==> config.mk <==
export PLATFORM = sky130hd
export DESIGN_NAME = frame_scheduler
export DESIGN_NICKNAME = d
export VERILOG_FILES = /design/src/rtl/frame_scheduler_pkg.sv /design/src/rtl/frame_scheduler_stage_timer.sv /design/src/rtl/frame_scheduler.sv
export SDC_FILE = /design/constraint.sdc
export NUM_CORES = 1
export LEC_CHECK = 0
export ABC_AREA = 1
export ABC_CLOCK_PERIOD_IN_PS = 2900
export BUFFER_PORTS_ARGS = -buffer_cell sky130_fd_sc_hd__buf_2
export CORE_MARGIN = 3
export CORE_UTILIZATION = 24
export CTS_CLUSTER_SIZE = 8
export DETAILED_ROUTE_END_ITERATION = 8
export PLACE_DENSITY = 0.43
export SKIP_LAST_GASP = 1
export SYNTH_ARGS = -nofsm -noshare
export SYNTH_HDL_FRONTEND = slang
export SYNTH_HIERARCHICAL = 1
export SYNTH_SLANG_ARGS = --single-unit
==> constraint.sdc <==
create_clock -name clk -period 2.9 [get_ports clk]
set_clock_uncertainty 0.2 [all_clocks]
set_input_delay 0.435 -clock clk [delete_from_list [all_inputs] [get_ports clk]]
set_output_delay 0.435 -clock clk [all_outputs]
set_load 0.005 [all_outputs]
==> src/rtl/frame_scheduler_pkg.sv <==
// Shared types and defaults for the frame scheduler.
//   SchedState_t    : scheduler FSM states
//   DECIM_DEFAULT   : default DFT sample reads per analysis frame
//   TIMEOUT_DEFAULT : default per-stage cycle budget
//   satInc8         : 8-bit increment that sticks at 255
package CCHW;

  typedef enum logic [1:0] {
    IDLE     = 2'd0,
    NF_RUN   = 2'd1,
    VIZ_RUN  = 2'd2,
    LED_WAIT = 2'd3
  } SchedState_t;

  localparam int DECIM_DEFAULT   = 4;
  localparam int TIMEOUT_DEFAULT = 65535;

  function automatic logic [7:0] satInc8(input logic [7:0] value);
    return (value == 8'hFF) ? value : value + 8'd1;
  endfunction

endpackage

==> src/rtl/frame_scheduler_stage_timer.sv <==
// Per-stage watchdog counter for the frame scheduler.
//   clk, rst : rising-edge clock, asynchronous active-high reset
//   clear    : zero the count (wins over enable)
//   enable   : advance the count by one this cycle
//   terminal : high in the enabled cycle whose increment reaches TIMEOUT
module stage_timer #(
  parameter int TIMEOUT = 65535
) (
  input  logic clk,
  input  logic rst,
  input  logic clear,
  input  logic enable,
  output logic terminal
);

  localparam logic [15:0] LAST = 16'(TIMEOUT - 1);

  logic [15:0] count;

  always_ff @(posedge clk or posedge rst) begin
    if (rst) begin
      count <= '0;
    end else if (clear) begin
      count <= '0;
    end else if (enable) begin
      count <= count + 16'd1;
    end
  end

  // Flagged one cycle early so the owner leaves the stage on the very edge
  // at which the count would have reached TIMEOUT. Deliberately independent
  // of clear, because the owner folds terminal back into clear.
  assign terminal = enable && (count == LAST);

endmodule

==> src/rtl/frame_scheduler.sv <==
// Frame scheduler: chains DFT -> NoteFinder -> LinearVisualizer -> LED driver
// with handshakes instead of a fixed delay line.
//   clk, rst    : rising-edge clock, asynchronous active-high reset
//   sampleRead  : DFT audio-buffer read pulse; every DECIM-th one is a trigger
//   nfStart     : starts NoteFinder        / nfFinished : NoteFinder done
//   vizStart    : starts LinearVisualizer  / vizValid   : visualizer output valid
//   ledStart    : starts LED driver frame  / ledDone    : LED driver frame done
//   busy        : scheduler not in IDLE
//   frameCount  : ledStart pulses issued (wraps)
//   dropCount   : triggers discarded while busy (saturates at 255)
//   timeoutErr  : sticky, some stage exceeded TIMEOUT cycles
module frame_scheduler
  import CCHW::*;
#(
  parameter int DECIM   = CCHW::DECIM_DEFAULT,
  parameter int TIMEOUT = CCHW::TIMEOUT_DEFAULT
) (
  input  logic        clk,
  input  logic        rst,
  input  logic        sampleRead,
  output logic        nfStart,
  input  logic        nfFinished,
  output logic        vizStart,
  input  logic        vizValid,
  output logic        ledStart,
  input  logic        ledDone,
  output logic        busy,
  output logic [15:0] frameCount,
  output logic [7:0]  dropCount,
  output logic        timeoutErr
);

  localparam logic [7:0] SC_LAST = 8'(DECIM - 1);

  SchedState_t state;
  logic [7:0]  sc;
  logic        ledBusy;
  logic        trigger;
  logic        ledFree;
  logic        stageDone;
  logic        timerClear;
  logic        timerEnable;
  logic        timerTc;

  assign trigger = sampleRead && (sc == SC_LAST);
  assign busy    = (state != IDLE);

  // A ledDone arriving together with vizValid frees the driver in time for
  // this frame; otherwise LED_WAIT would wait for a ledDone already consumed.
  assign ledFree = !ledBusy || ledDone;

  // Decimation counter runs regardless of FSM state so frame cadence stays
  // locked to the DFT even while triggers are being dropped.
  always_ff @(posedge clk or posedge rst) begin
    if (rst) begin
      sc <= '0;
    end else if (sampleRead) begin
      sc <= trigger ? 8'd0 : sc + 8'd1;
    end
  end

  // Any way out of a running stage is a state entry, so the timer restarts.
  always_comb begin
    stageDone = 1'b0;
    case (state)
      NF_RUN:   stageDone = nfFinished;
      VIZ_RUN:  stageDone = vizValid;
      LED_WAIT: stageDone = ledDone;
      default:  stageDone = 1'b0;
    endcase
    timerEnable = (state != IDLE);
    timerClear  = (state == IDLE) || stageDone || timerTc;
  end

  stage_timer #(
    .TIMEOUT(TIMEOUT)
  ) u_stage_timer (
    .clk     (clk),
    .rst     (rst),
    .clear   (timerClear),
    .enable  (timerEnable),
    .terminal(timerTc)
  );

  // Scheduler FSM. A stage completion in the same cycle as its timeout is
  // treated as success. ledBusy assignments later in the block override the
  // generic ledDone clear, giving set priority.
  always_ff @(posedge clk or posedge rst) begin
    if (rst) begin
      state      <= IDLE;
      ledBusy    <= 1'b0;
      nfStart    <= 1'b0;
      vizStart   <= 1'b0;
      ledStart   <= 1'b0;
      frameCount <= '0;
      dropCount  <= '0;
      timeoutErr <= 1'b0;
    end else begin
      nfStart  <= 1'b0;
      vizStart <= 1'b0;
      ledStart <= 1'b0;

      if (ledDone) begin
        ledBusy <= 1'b0;
      end

      if (trigger && (state != IDLE)) begin
        dropCount <= satInc8(dropCount);
      end

      case (state)
        IDLE: begin
          if (trigger) begin
            nfStart <= 1'b1;
            state   <= NF_RUN;
          end
        end
        NF_RUN: begin
          if (nfFinished) begin
            vizStart <= 1'b1;
            state    <= VIZ_RUN;
          end else if (timerTc) begin
            timeoutErr <= 1'b1;
            state      <= IDLE;
          end
        end
        VIZ_RUN: begin
          if (vizValid) begin
            if (ledFree) begin
              ledStart   <= 1'b1;
              ledBusy    <= 1'b1;
              frameCount <= frameCount + 16'd1;
              state      <= IDLE;
            end else begin
              state <= LED_WAIT;
            end
          end else if (timerTc) begin
            timeoutErr <= 1'b1;
            state      <= IDLE;
          end
        end
        LED_WAIT: begin
          if (ledDone) begin
            ledStart   <= 1'b1;
            ledBusy    <= 1'b1;
            frameCount <= frameCount + 16'd1;
            state      <= IDLE;
          end else if (timerTc) begin
            timeoutErr <= 1'b1;
            ledBusy    <= 1'b0;
            state      <= IDLE;
          end
        end
        default: state <= IDLE;
      endcase
    end
  end

endmodule

* Word-level counts from Yosys, hierarchy flattened
Cells that the tools add are included.
Storage, ports and cells: input port bits 6, word-level logic and storage cells 77, register bits 55
Operators by class: reductions and logical operators 15, bitwise gates (word level) 1, equal/unequal tests 13, mux-type cells 34, $add $sub $neg 4
Operators with widths (number):
- 16-bit 2-to-1 mux | 5
- 16-bit by 1-bit adder with 16-bit output, second input constant | 2
- 16-bit case mux with 2 select lines | 1
- 8-bit by 1-bit adder with 8-bit output, second input constant | 2
- 16-bit == test, second input constant | 1
- 1-bit 2-to-1 mux | 16
- 2-bit inequality test, second input constant | 7
- 2-bit 2-to-1 mux | 6
- 8-bit by 2-bit == test with 1-bit output, second input constant | 1
- 8-bit == test, second input constant | 1
- 8-bit 2-to-1 mux | 1
- 2-bit case mux with 4 select lines | 1
- 4-bit AND reduction | 2
- 1-bit case mux with 3 select lines | 2
- 2-bit nonzero test | 3
- 2-bit == test, second input constant | 2
- 1-bit case mux with 2 select lines | 2
- 1-bit logical AND | 3
- 1-bit logical OR | 3
- 3-bit nonzero test | 1
- 2-bit by 1-bit == test with 1-bit output, second input constant | 1
- 2-bit zero test | 1
- 2-bit AND reduction | 1
- 1-bit zero test | 1
- 1-bit inverter | 1

* Longest topological paths before layout
Gate-level depths: netlist of the first run.
word-level depth 5, mapped depth 15, mapped depth without buffers 14

* By module
Netlist of the first run, hierarchy kept.
Modules (own cells, without submodules):
- frame_scheduler | cells an instance 278, area each 2174.6 um^2, instances 1
- stage_timer | cells an instance 144, area each 960.9 um^2, instances 1

* Worst setup path after synthesis of the first run
Ideal clock, no wire load.
kind reg-to-reg, start point reg state[0], end point reg u_stage_timer.count[11], data required time 2581 ps, stages on the path, launching flop included 14, path buffers 0, slack 790 ps, data arrival time 1791 ps, library setup time 119 ps, clock period less this slack 2110 ps, cell sequence dfrtp_1 inv_2 nand2_2 nand4_1 nor4_1 inv_1 nand4_1 inv_2 nand2_1 nand2_1 nor2_4 nand3_1 nand2_1 nor2_1
On the way: elaborated cells on any way between the ends 11, classes of those cells eq/ne: 3; mux: 2; reduce/logical: 6
RTL lines:
- start, declared | RTL line frame_scheduler.sv:35 | SchedState_t state;
- start signal, assigned | RTL line frame_scheduler.sv:90 | state <= IDLE;
- start signal, assigned | RTL line frame_scheduler.sv:115 | state <= NF_RUN;
- start signal, assigned | RTL line frame_scheduler.sv:121 | state <= VIZ_RUN;
- 2-bit nonzero test (*)
- via busy | RTL line frame_scheduler.sv:27 | output logic busy,
- 1-bit logical AND (*) | RTL line frame_scheduler_stage_timer.sv:33 | assign terminal = enable && (count == LAST);
- via timerTc | RTL line frame_scheduler.sv:43 | logic timerTc;
- 1-bit logical OR (*) | RTL line frame_scheduler.sv:72 | timerClear = (state == IDLE) || stageDone || timerTc;
- via timerClear | RTL line frame_scheduler.sv:41 | logic timerClear;
- 16-bit 2-to-1 mux or 2-bit nonzero test (tied branches)
- end signal, assigned | RTL line frame_scheduler_stage_timer.sv:26 | count <= count + 16'd1;
- end, declared | RTL line frame_scheduler_stage_timer.sv:18 | logic [15:0] count;
Mark *: on every way through the listed nets, which the timed path passes. The rest lies on a longest branch. A chain may end at the register's enable or synchronous reset.

* Worst setup path after layout of the first run
start point reg state[1], end point reg u_stage_timer.count[14]
On the way: elaborated cells on any way between the ends 11, classes of those cells eq/ne: 3; mux: 2; reduce/logical: 6
RTL lines:
- 2-bit nonzero test (*) | RTL line frame_scheduler.sv:71 | timerEnable = (state != IDLE);
- 1-bit logical AND (*) | RTL line frame_scheduler_stage_timer.sv:33
- via timerTc | RTL line frame_scheduler.sv:43
- 1-bit logical OR (*) | RTL line frame_scheduler.sv:72
- via timerClear | RTL line frame_scheduler.sv:41
- 16-bit 2-to-1 mux or 2-bit nonzero test (tied branches)
Marked as above.

==> flow_metrics.tcl, run 1 <==
set metrics [dict create \
    status "finished, final reports clean" \
    worst_pin_slew_ps 626 \
    fp.dieW_um 120 \
    clock-root-buffer "clkbuf_16" \
    synth-main-ff-cell "dfrtp_1" \
    dr_total_vias 2659 \
    maxCapViolCount 0 \
    syn_avg_cell_area_um2 7.43 \
    drc_errors 0 \
    grt_overflow 0 \
    cts-buffers-inserted 5 \
    cts_tree "yes" \
    slew_headroom 0.582 \
    postCtsSetupBuffers 0 \
    clock_latency_ps 300 \
    drt_iter0_markers 115 \
    worst_slack_ps 536 \
    worst_hold_slack_ps 24.2 \
    yosysTopAreaCell "dfrtp_1" \
    ys_ff_latch 55 \
    vias_per_cell 4.19 \
    yosysSeqAreaShare 0.439 \
    grt_use_total 0.104 \
    pin_count 35 \
    synth_top_area_frac 0.439 \
    num-fill-cells 1427 \
    ys_top_cells_by_count "129 x nand2_1, 59 x inv_1, 55 x dfrtp_1, 49 x nor2_1, 38 x nand3_1" \
    synthTopCellsByArea "dfrtp_1 44%, nand2_1 15%, inv_1 7.1%" \
    synth_cell_types 29 \
    numPortBuffers 34 \
    start_util 0.246 \
    rsz0062_at_grt "false" \
    arrival_ps 2390 \
    grt_pass1_wl_um 12200 \
    drtAntennaViolNets 0 \
    worstSetupEndpointType "flip-flop" \
    worstHoldPathType "in -> async" \
    postCtsHoldBufs 0 \
    finalHoldViolCount 0 \
    wl_per_cell_um 11.3 \
    layout-drive-gt1-share 0.149 \
    min_period_over_period 0.815 \
    yosysMostFrequentCell "nand2_1" \
    period_needed_ps 2360 \
    max_freq_mhz 423 \
    grt_max_degree 40 \
    peakVddDrop_v 0.000220 \
    syn_area_mm2 0.00314 \
    synth-edff-count 0 \
    register_area_mm2 0.00138 \
    yosysWarnings 6 \
    area_growth_pct 16.5 \
    hpwl_um 5290 \
    crit_type "reg -> reg" \
    setup_viol 0 \
    worst-r2r-setup-slack_ps 540 \
    path_cells "inv_1 > nand2_2 > nand4_1 > nor4_1 > inv_1 > nand4_1 > inv_2 > nand2_1 > nand2_1 > nor2_2 > nand2_1 > nand2_1 > nand2_1 > nor2_1" \
    die_area_mm2 0.0145 \
    syn_nets 433 \
    slew_violations 0 \
    grt_pass1_vias 2516 \
    preCtsSetupSlack_ps 543 \
    cp-start-kind "flip-flop" \
    gp_congestion 0.815 \
    fin_setup_tns_ps 0 \
    synthArstFlopShare 1.00 \
    dr.pass1.iters 4 \
    drt_wl_total_um 7180 \
    crit_top_cell "nand2_1" \
    placementRows 41 \
    cts-resized-gates 0 \
    n_antenna_cell 0 \
    slowest_stage "dfrtp_1" \
    netlist_instances 422 \
    critical_path_required_ps 2930 \
    p_per_area_mw_per_mm2 448 \
    cts_max_level 2 \
    power.leakage_uw 0.00187 \
    coreArea_mm2 0.0127 \
    antenna_found_initial 0 \
    clk_pin_slew_ps 70 \
    die_h_um 120 \
    cts_buffer_depth 2 \
    clock_sink_count 55 \
    multi_input_area_mm2 0.00150 \
    fin_nets 472 \
    cpPeakStageDelay_ps 490 \
    cp_max_fo 15 \
]
sequential cells by signal, summed over array words and instances (netlist names):
signal               flops
state                    2
frameCount              16
sc                       8
ledStart                 1
vizStart                 1
timeoutErr               1
u_stage_timer/count     16
nfStart                  1
dropCount                8
ledBusy                  1
report_power, final:
| group | internal, µW | switching, µW | total, µW | leakage [µW] |
|---|---|---|---|---|
| Combinational | 54.5 | 108 | 163 | 0.00106 |
| Clock | 320 | 283 | 603 | 0.0000669 |
| Sequential | 811 | 58.1 | 869 | 0.000746 |
| Total | 1180 | 450 | 1630 | 0.00187 |
through the flow:
step	instances	cell area, µm²	utilization	total power, µW
after global placement	626	3510	0.276	1040
after global routing	634	3650	0.287	1730
after CTS	634	3650	0.287	1670
after detailed placement	626	3510	0.276	1040
after floorplan	422	3140	-	1000
final	634	3650	0.287	1630
placed cells by master, fill, tap and decap left out, drive strengths merged:
cell	n
nand2	135
inv	63
nor2	60
dfrtp	55
nand3	40
buf	36
nand4	12
xor2	11
a21oi	10
o21ai	9
clkbuf	6
ha	5
nand3b	4
xnor2	4
nor3	4
o21bai	2
o22ai	1
o31ai	1
clkinvlp	1
clkinv	1
nor4	1
nor3b	1
path summary, 6_finish.rpt:
path	depth (start not counted)	start	endpoint
max in group asynchronous	3	rst	sc[4]$_DFFE_PP0P_
worst min-delay path	2	rst	u_stage_timer/count[4]$_DFFE_PP0P_
min in group clk	4	nfFinished	state[0]$_DFFE_PP0P_
worst max-delay path	14	state[1]$_DFFE_PP0P_	u_stage_timer/count[14]$_DFFE_PP0P_
worst min register to register	2	frameCount[15]$_DFFE_PP0P_	frameCount[15]$_DFFE_PP0P_
worst max register to register	14	state[1]$_DFFE_PP0P_	u_stage_timer/count[14]$_DFFE_PP0P_
per-layer routing:
metal / track usage / vias up / routed length (µm)
met5: 0 / - / 0
met1: 0.140 / 1224 / 3660
met3: 0.0276 / 5 / 231
li1: - / 1397 / -
met4: 0.0375 / 0 / 104
met2: 0.162 / 33 / 3180
worst max-delay path, delay by kind of cell, from the launching register on:
kind	cells	cell delay, ps
and+or+nand+nor	11	1190
DFF	1	490
buffers and inverters	3	410
kinds of logic after synthesis:
kind of cell | after synthesis | synth area share
simple gates | 257 | 0.376
buf+inv | 67 | 0.0834
flops | 55 | 0.439
compound gates | 23 | 0.0395
xor+xnor | 15 | 0.0419
fa+ha+maj | 5 | 0.0200
layout make-up:
type,count,area share
clock buffers,6,0.0353
multi-input cells,300,0.410
flip-flops and latches,55,0.377
well taps,172,0.0589
repair buffers,36,0.0507
clock inverters,2,0.00343
inverters,63,0.0647
(Power assumes the default switching activity.)
==> inputs of run 2 (changes only) <==
ABC_CLOCK_PERIOD_IN_PS = 2100   (was 2900)
PLACE_DENSITY = 0.45   (was 0.43)
clock period = 2.1 ns   (was 2.9 ns; I/O delays follow)
==> run 2 against run 1 <==
Net effect: hold slack better by 120 ps; largest cell class unchanged; die area unchanged; utilization up 1.9 points; clock power up 42%; sequential share of layout area down 2.4 points.
==> flow_metrics.tcl, run 2 (synthesis gave the netlist of run 1 again) <==
set metrics [dict create \
    clock_sink_count 55 \
    coreArea_mm2 0.0127 \
    worst_r2r_endpoint "u_stage_timer/count[15]$_DFFE_PP0P_" \
    worst-r2r-setup-slack_ps 50 \
    cts-buffers-inserted 5 \
    antenna_found_initial 0 \
    arrival_ps 2030 \
    dp_cells 640 \
    design_area_mm2 0.00390 \
    layout-drive-gt1-share 0.215 \
    power.leakage_uw 0.00198 \
    status "finished, final reports clean" \
    final_cell_mix "124 x nand2_1, 57 x inv_1, 55 x dfrtp_1" \
    drtAntennaViolNets 0 \
    clk_pin_slew_ps 80 \
    vias_per_cell 4.21 \
    fin_nets 493 \
    instances_no_fill 655 \
    max_freq_mhz 488 \
    area_growth_pct 24.3 \
    reg_top3 "frameCount (16), u_stage_timer/count (16)" \
    min-delay-start "nfFinished" \
    rsz0062_at_grt "true" \
    numPortBuffers 34 \
    n_antenna_cell 0 \
    cts_buffer_depth 2 \
    min_period_over_period 0.976 \
    peakVddDrop_v 0.000294 \
    wl_per_cell_um 11.2 \
    cp_max_fo 6 \
    dr.pass1.iters 4 \
    worstHoldPathType "in -> reg" \
    worstSetupEndpointType "flip-flop" \
    worstReg2RegStart "u_stage_timer/count[0]$_DFFE_PP0P_" \
    critPathLaunch "u_stage_timer/count[0]$_DFFE_PP0P_" \
    gp_congestion 0.817 \
    dpl-instance-area_mm2 0.00362 \
    cts_tree "yes" \
    drt_wl_total_um 7340 \
    period_needed_ps 2050 \
    placementRows 41 \
    cp-start-kind "flip-flop" \
    clock-root-buffer "clkbuf_16" \
    slew_violations 0 \
    grt_pass1_vias 2630 \
    dr_total_vias 2755 \
    worst_pin_slew_ps 664 \
    final_util 0.306 \
    grt_overflow 0 \
    grt_max_degree 40 \
    die_h_um 120 \
    total_power_uw 2280 \
    drt_iter0_markers 121 \
    critical_path_required_ps 2080 \
    slew_headroom 0.557 \
    drc_errors 0 \
    cts_max_level 2 \
    grt_pass1_wl_um 12700 \
    final_common_cell "nand2_1" \
    crit_type "reg -> reg" \
    grt_use_total 0.107 \
    pin_count 35 \
    hpwl_um 5350 \
    timing.hold.worst_path_depth 4 \
    die_area_mm2 0.0145 \
    start_util 0.246 \
    preCtsSetupSlack_ps -37.9 \
    fp.dieW_um 120 \
    setup_viol 0 \
    finalHoldViolCount 0 \
    p_per_area_mw_per_mm2 585 \
    maxCapViolCount 0 \
    min_to "state[0]$_DFFE_PP0P_" \
    worst_slack_ps 50.8 \
    clock_latency_ps 300 \
    reg2reg_depth 13 \
]
## run 2: cell count changes in the layout (fill, tap and decap cells not counted), sizes merged
cell | before | now
dlygate4sd3 | 0 | 1
buf | 36 | 56
## run 2: what timing repair did
item,CTS,global route
pin swaps,8,6
endpoints found under the hold margin,55,0
hold buffers,1,0
setup buffers,4,2
setup endpoints to repair,7,14
gates resized for setup,9,11
## run 2: final cells by class
| cell class | instances | area (µm²) |
|---|---|---|
| fill | 1419 | 8820 |
| tap | 172 | 215 |
| clock buffer | 6 | 129 |
| sequential | 55 | 1380 |
| inverter | 63 | 236 |
| timing repair buffer | 57 | 345 |
| multi-input combinational | 300 | 1580 |
| clock inverter | 2 | 16.3 |
## run 2: worst max path at each step
stage	end	slack, ps
after global routing	u_stage_timer/count[14]$_DFFE_PP0P_	-110
after floorplan	u_stage_timer/count[11]$_DFFE_PP0P_	50
after global placement	u_stage_timer/count[12]$_DFFE_PP0P_	80
after detailed placement	u_stage_timer/count[15]$_DFFE_PP0P_	-40
after CTS	u_stage_timer/count[15]$_DFFE_PP0P_	-30
final	u_stage_timer/count[15]$_DFFE_PP0P_	50
## run 2: power by group
part | leakage [µW] | switching [µW] | total, µW | internal [µW]
registers | 0.000746 | 79.8 | 1200 | 1120
logic | 0.00116 | 148 | 226 | 77.6
clock network | 0.0000675 | 409 | 858 | 449
total | 0.00198 | 637 | 2280 | 1650
## run 2: per-stage QoR
stage | setup TNS (ps) | hold WS, ps
2_1_floorplan | 0 | 28.7
5_1_grt | -938 | 158
3_3_place_gp | 0 | 266
6_report | 0 | 141
3_5_place_dp | -126 | 273
4_1_cts | -74.7 | 138
## run 2: worst max-delay path, stage by stage (launching register included)
cell and delay (ps):
dfrtp_1 390, inv_2 80, ha_4 120, nand4_1 80, nor4_2 230, inv_1 90
nand4_1 170, inv_2 70, nand2_4 80, nand2_2 70, nor2_4 180, nand3_2 80
nand2_1 70, nor2_1 40
## run 2: metal layers
metal,track usage,share of wire,up-vias
li1,-,-,1440
met2,0.168,0.45,32
met4,0.0354,0.016,0
met5,0,0,-
met1,0.146,0.50,1276
met3,0.0239,0.030,7
==> inputs of run 3 (changes only) <==
ABC_AREA = default   (was 1)
==> run 3 against run 2 <==
Net effect: the flow now finishes with violations (setup timing); flip-flop and latch count did not move; routed wire length decreased by 17%; synthesized cell count is 39% lower; cell count shrank 28%; sequential share of layout area rose by 3.1 points; total power rose by 20%; largest power group unchanged; highest routed layer unchanged.
==> flow_metrics.tcl, run 3 <==
set metrics [dict create \
    slew_violations 0 \
    pin_count 35 \
    clock-root-buffer "clkbuf_8" \
    power_frac_comb 0.315 \
    ys_top_cells_by_count "55 x dfrtp_1, 28 x nor2_1, 20 x nand2_1, 20 x xor2_1" \
    drc_errors 0 \
    power.share.clock 0.217 \
    p_per_area_mw_per_mm2 766 \
    cp_top_family "simple AND/OR/NAND/NOR gates" \
    rsz0062_at_grt "true" \
    clk_pin_slew_ps 110 \
    coreArea_mm2 0.0106 \
    worst_hold_slack_ps 43.3 \
    start_util 0.253 \
    n_antenna_cell 0 \
    maxCapViolCount 0 \
    syn_area_mm2 0.00268 \
    grt_pass1_wl_um 10700 \
    max_freq_mhz 430 \
    synth_cell_types 45 \
    cp-start-kind "flip-flop" \
    area_growth_pct 33.8 \
    path_buf_inv 1 \
    final_util 0.338 \
    dr.pass1.iters 4 \
    syn_avg_cell_area_um2 10.4 \
    min-delay-start "nfFinished" \
    drt_wl_total_um 6060 \
    yosysSeqAreaShare 0.514 \
    antenna_found_initial 0 \
    path_cells "and4_4 > nand2_4 > nor4_4 > inv_2 > nand2_4 > nor2_4 > or3_4 > or4_1 > a21oi_1" \
    cp_max_fo 6 \
    die_area_mm2 0.0125 \
    cts-buffers-inserted 5 \
    cts_buffer_depth 2 \
    synthTopCellsByArea "dfrtp_1 51%, xor2_1 6.5%, xnor2_1 4.6%" \
    finalHoldViolCount 0 \
    fin_setup_tns_ps -1130 \
    cts_max_level 2 \
    layout-drive-gt1-share 0.353 \
    worst-r2r-setup-slack_ps -230 \
    worstHoldPathType "in -> reg" \
    synthArstFlopShare 1.00 \
    reg2reg_depth 9 \
    worstReg2RegStart "u_stage_timer/count[8]$_DFFE_PP0P_" \
    final_common_cell "dfrtp_1" \
    yosysWarnings 6 \
    switching_share 0.342 \
    violations "setup timing" \
    synth-main-ff-cell "dfrtp_1" \
    final_cell_mix "55 x dfrtp_1, 38 x buf_4, 34 x buf_2" \
    arrival_ps 2360 \
    hpwl_um 4190 \
    crit_top_cell "nand2_4" \
    grt_overflow 0 \
    vias_per_cell 4.44 \
    intPower_uw 1810 \
    grt_pass1_vias 2169 \
    status "finished, violations left" \
    timing.hold.worst_path_depth 3 \
    drt_iter0_markers 71 \
    slew_headroom 0.558 \
    preCtsSetupSlack_ps -277 \
    worst_r2r_endpoint "u_stage_timer/count[15]$_DFFE_PP0P_" \
    numPortBuffers 34 \
    worst_slack_ps -226 \
    power.leakage_uw 0.00174 \
    slowest_stage "or4_1" \
    drtAntennaViolNets 0 \
    critical_path_required_ps 2130 \
    setup_viol 10 \
    peakVddDrop_v 0.000364 \
    grt_max_degree 40 \
    placementRows 37 \
    worst_pin_slew_ps 662 \
    die_h_um 112 \
    syn_nets 268 \
    clock_sink_count 55 \
    period_needed_ps 2330 \
    wl_per_cell_um 12.9 \
    min_to "vizStart$_DFF_PP0_" \
    reg_top3 "frameCount (16), u_stage_timer/count (16)" \
    gp_congestion 0.742 \
    netlist_instances 257 \
    min_period_over_period 1.11 \
    ys_ff_latch 55 \
    cpPeakStageDelay_ps 410 \
    clock_latency_ps 310 \
    yosysMostFrequentCell "dfrtp_1" \
    fin_nets 345 \
    dr_total_vias 2089 \
    switchingPower_uw 938 \
    synth_top_area_frac 0.514 \
    fp.dieW_um 112 \
    synth-edff-count 0 \
    cts_tree "yes" \
    yosysTopAreaCell "dfrtp_1" \
    grt_use_total 0.102 \
    worstSetupEndpointType "flip-flop" \
    power_frac_seq 0.468 \
    crit_type "reg -> reg" \
]
-- run 3: area by class of cell --
type                    instances  area (µm²)
fillers                      1081        7020
inverters                      14        52.6
clock buffers                   5        68.8
well taps                     136         170
multi-input cells             181        1390
repair buffers                 77         510
flip-flops and latches         55        1380
clock inverters                 2        16.3
-- run 3: cell families (layout without fill, tap and decap cells) --
kind of cell / Yosys count / after routing / synth area share
adder cells (fa/ha/maj): 5 / 5 / 0.0234
AO/OA/AOI/OAI: 26 / 26 / 0.0640
flip-flops: 55 / 55 / 0.514
buffers and inverters: 21 / 98 / 0.0322
XOR/XNOR: 34 / 34 / 0.111
AND/OR/NAND/NOR: 110 / 110 / 0.231
multiplexers: 6 / 6 / 0.0248
-- run 3: how the worst max path moves through the flow --
stage / to / from / cells past startpoint / slack, ps
6_report: u_stage_timer/count[15]$_DFFE_PP0P_ / u_stage_timer/count[8]$_DFFE_PP0P_ / 9 / -230
5_1_grt: u_stage_timer/count[15]$_DFFE_PP0P_ / u_stage_timer/count[7]$_DFFE_PP0P_ / 9 / -340
4_1_cts: u_stage_timer/count[15]$_DFFE_PP0P_ / u_stage_timer/count[6]$_DFFE_PP0P_ / 9 / -240
3_5_place_dp: u_stage_timer/count[15]$_DFFE_PP0P_ / u_stage_timer/count[0]$_DFFE_PP0P_ / 10 / -280
3_3_place_gp: u_stage_timer/count[15]$_DFFE_PP0P_ / u_stage_timer/count[0]$_DFFE_PP0P_ / 10 / -230
2_1_floorplan: u_stage_timer/count[15]$_DFFE_PP0P_ / state[1]$_DFFE_PP0P_ / 12 / -430
-- run 3: layer usage --
layer | up-vias | GRT usage | share of wire
met1 | 1016 | 0.144 | 0.50
met5 | - | 0 | 0
li1 | 1039 | - | -
met2 | 30 | 0.157 | 0.46
met3 | 4 | 0.0250 | 0.037
met4 | 0 | 0.0219 | 0.0069
-- run 3: what timing repair did --
action,CTS,global route
pin swaps,6,16
resized for setup,16,15
hold buffers,1,0
hold endpoints to repair,55,0
buffers inserted,7,2
setup endpoints to repair,10,13
cloned,0,0
-- run 3: tightest hold or removal path, cell delays in order --
cell	delay, ps
buf_2	110
inv_1	50
nor2_1	50
-- run 3: power groups by stage --
stage                     Clock (µW)  Combinational (µW)  Sequential (µW)
after floorplan                    0                 532             1290
after global placement             0                 775             1300
after detailed placement           0                 791             1310
after CTS                        626                 843             1290
after global routing             674                 952             1310
final                            595                 863             1290
-- run 3: through the flow --
| step | total power (µW) | instance area [µm²] | cells |
|---|---|---|---|
| 6_report | 2740 | 3580 | 470 |
| 5_1_grt | 2940 | 3580 | 470 |
| 4_1_cts | 2760 | 3500 | 470 |
| 3_5_place_dp | 2100 | 3290 | 456 |
| 3_3_place_gp | 2080 | 3290 | 456 |
| 2_1_floorplan | 1820 | 2730 | 257 |
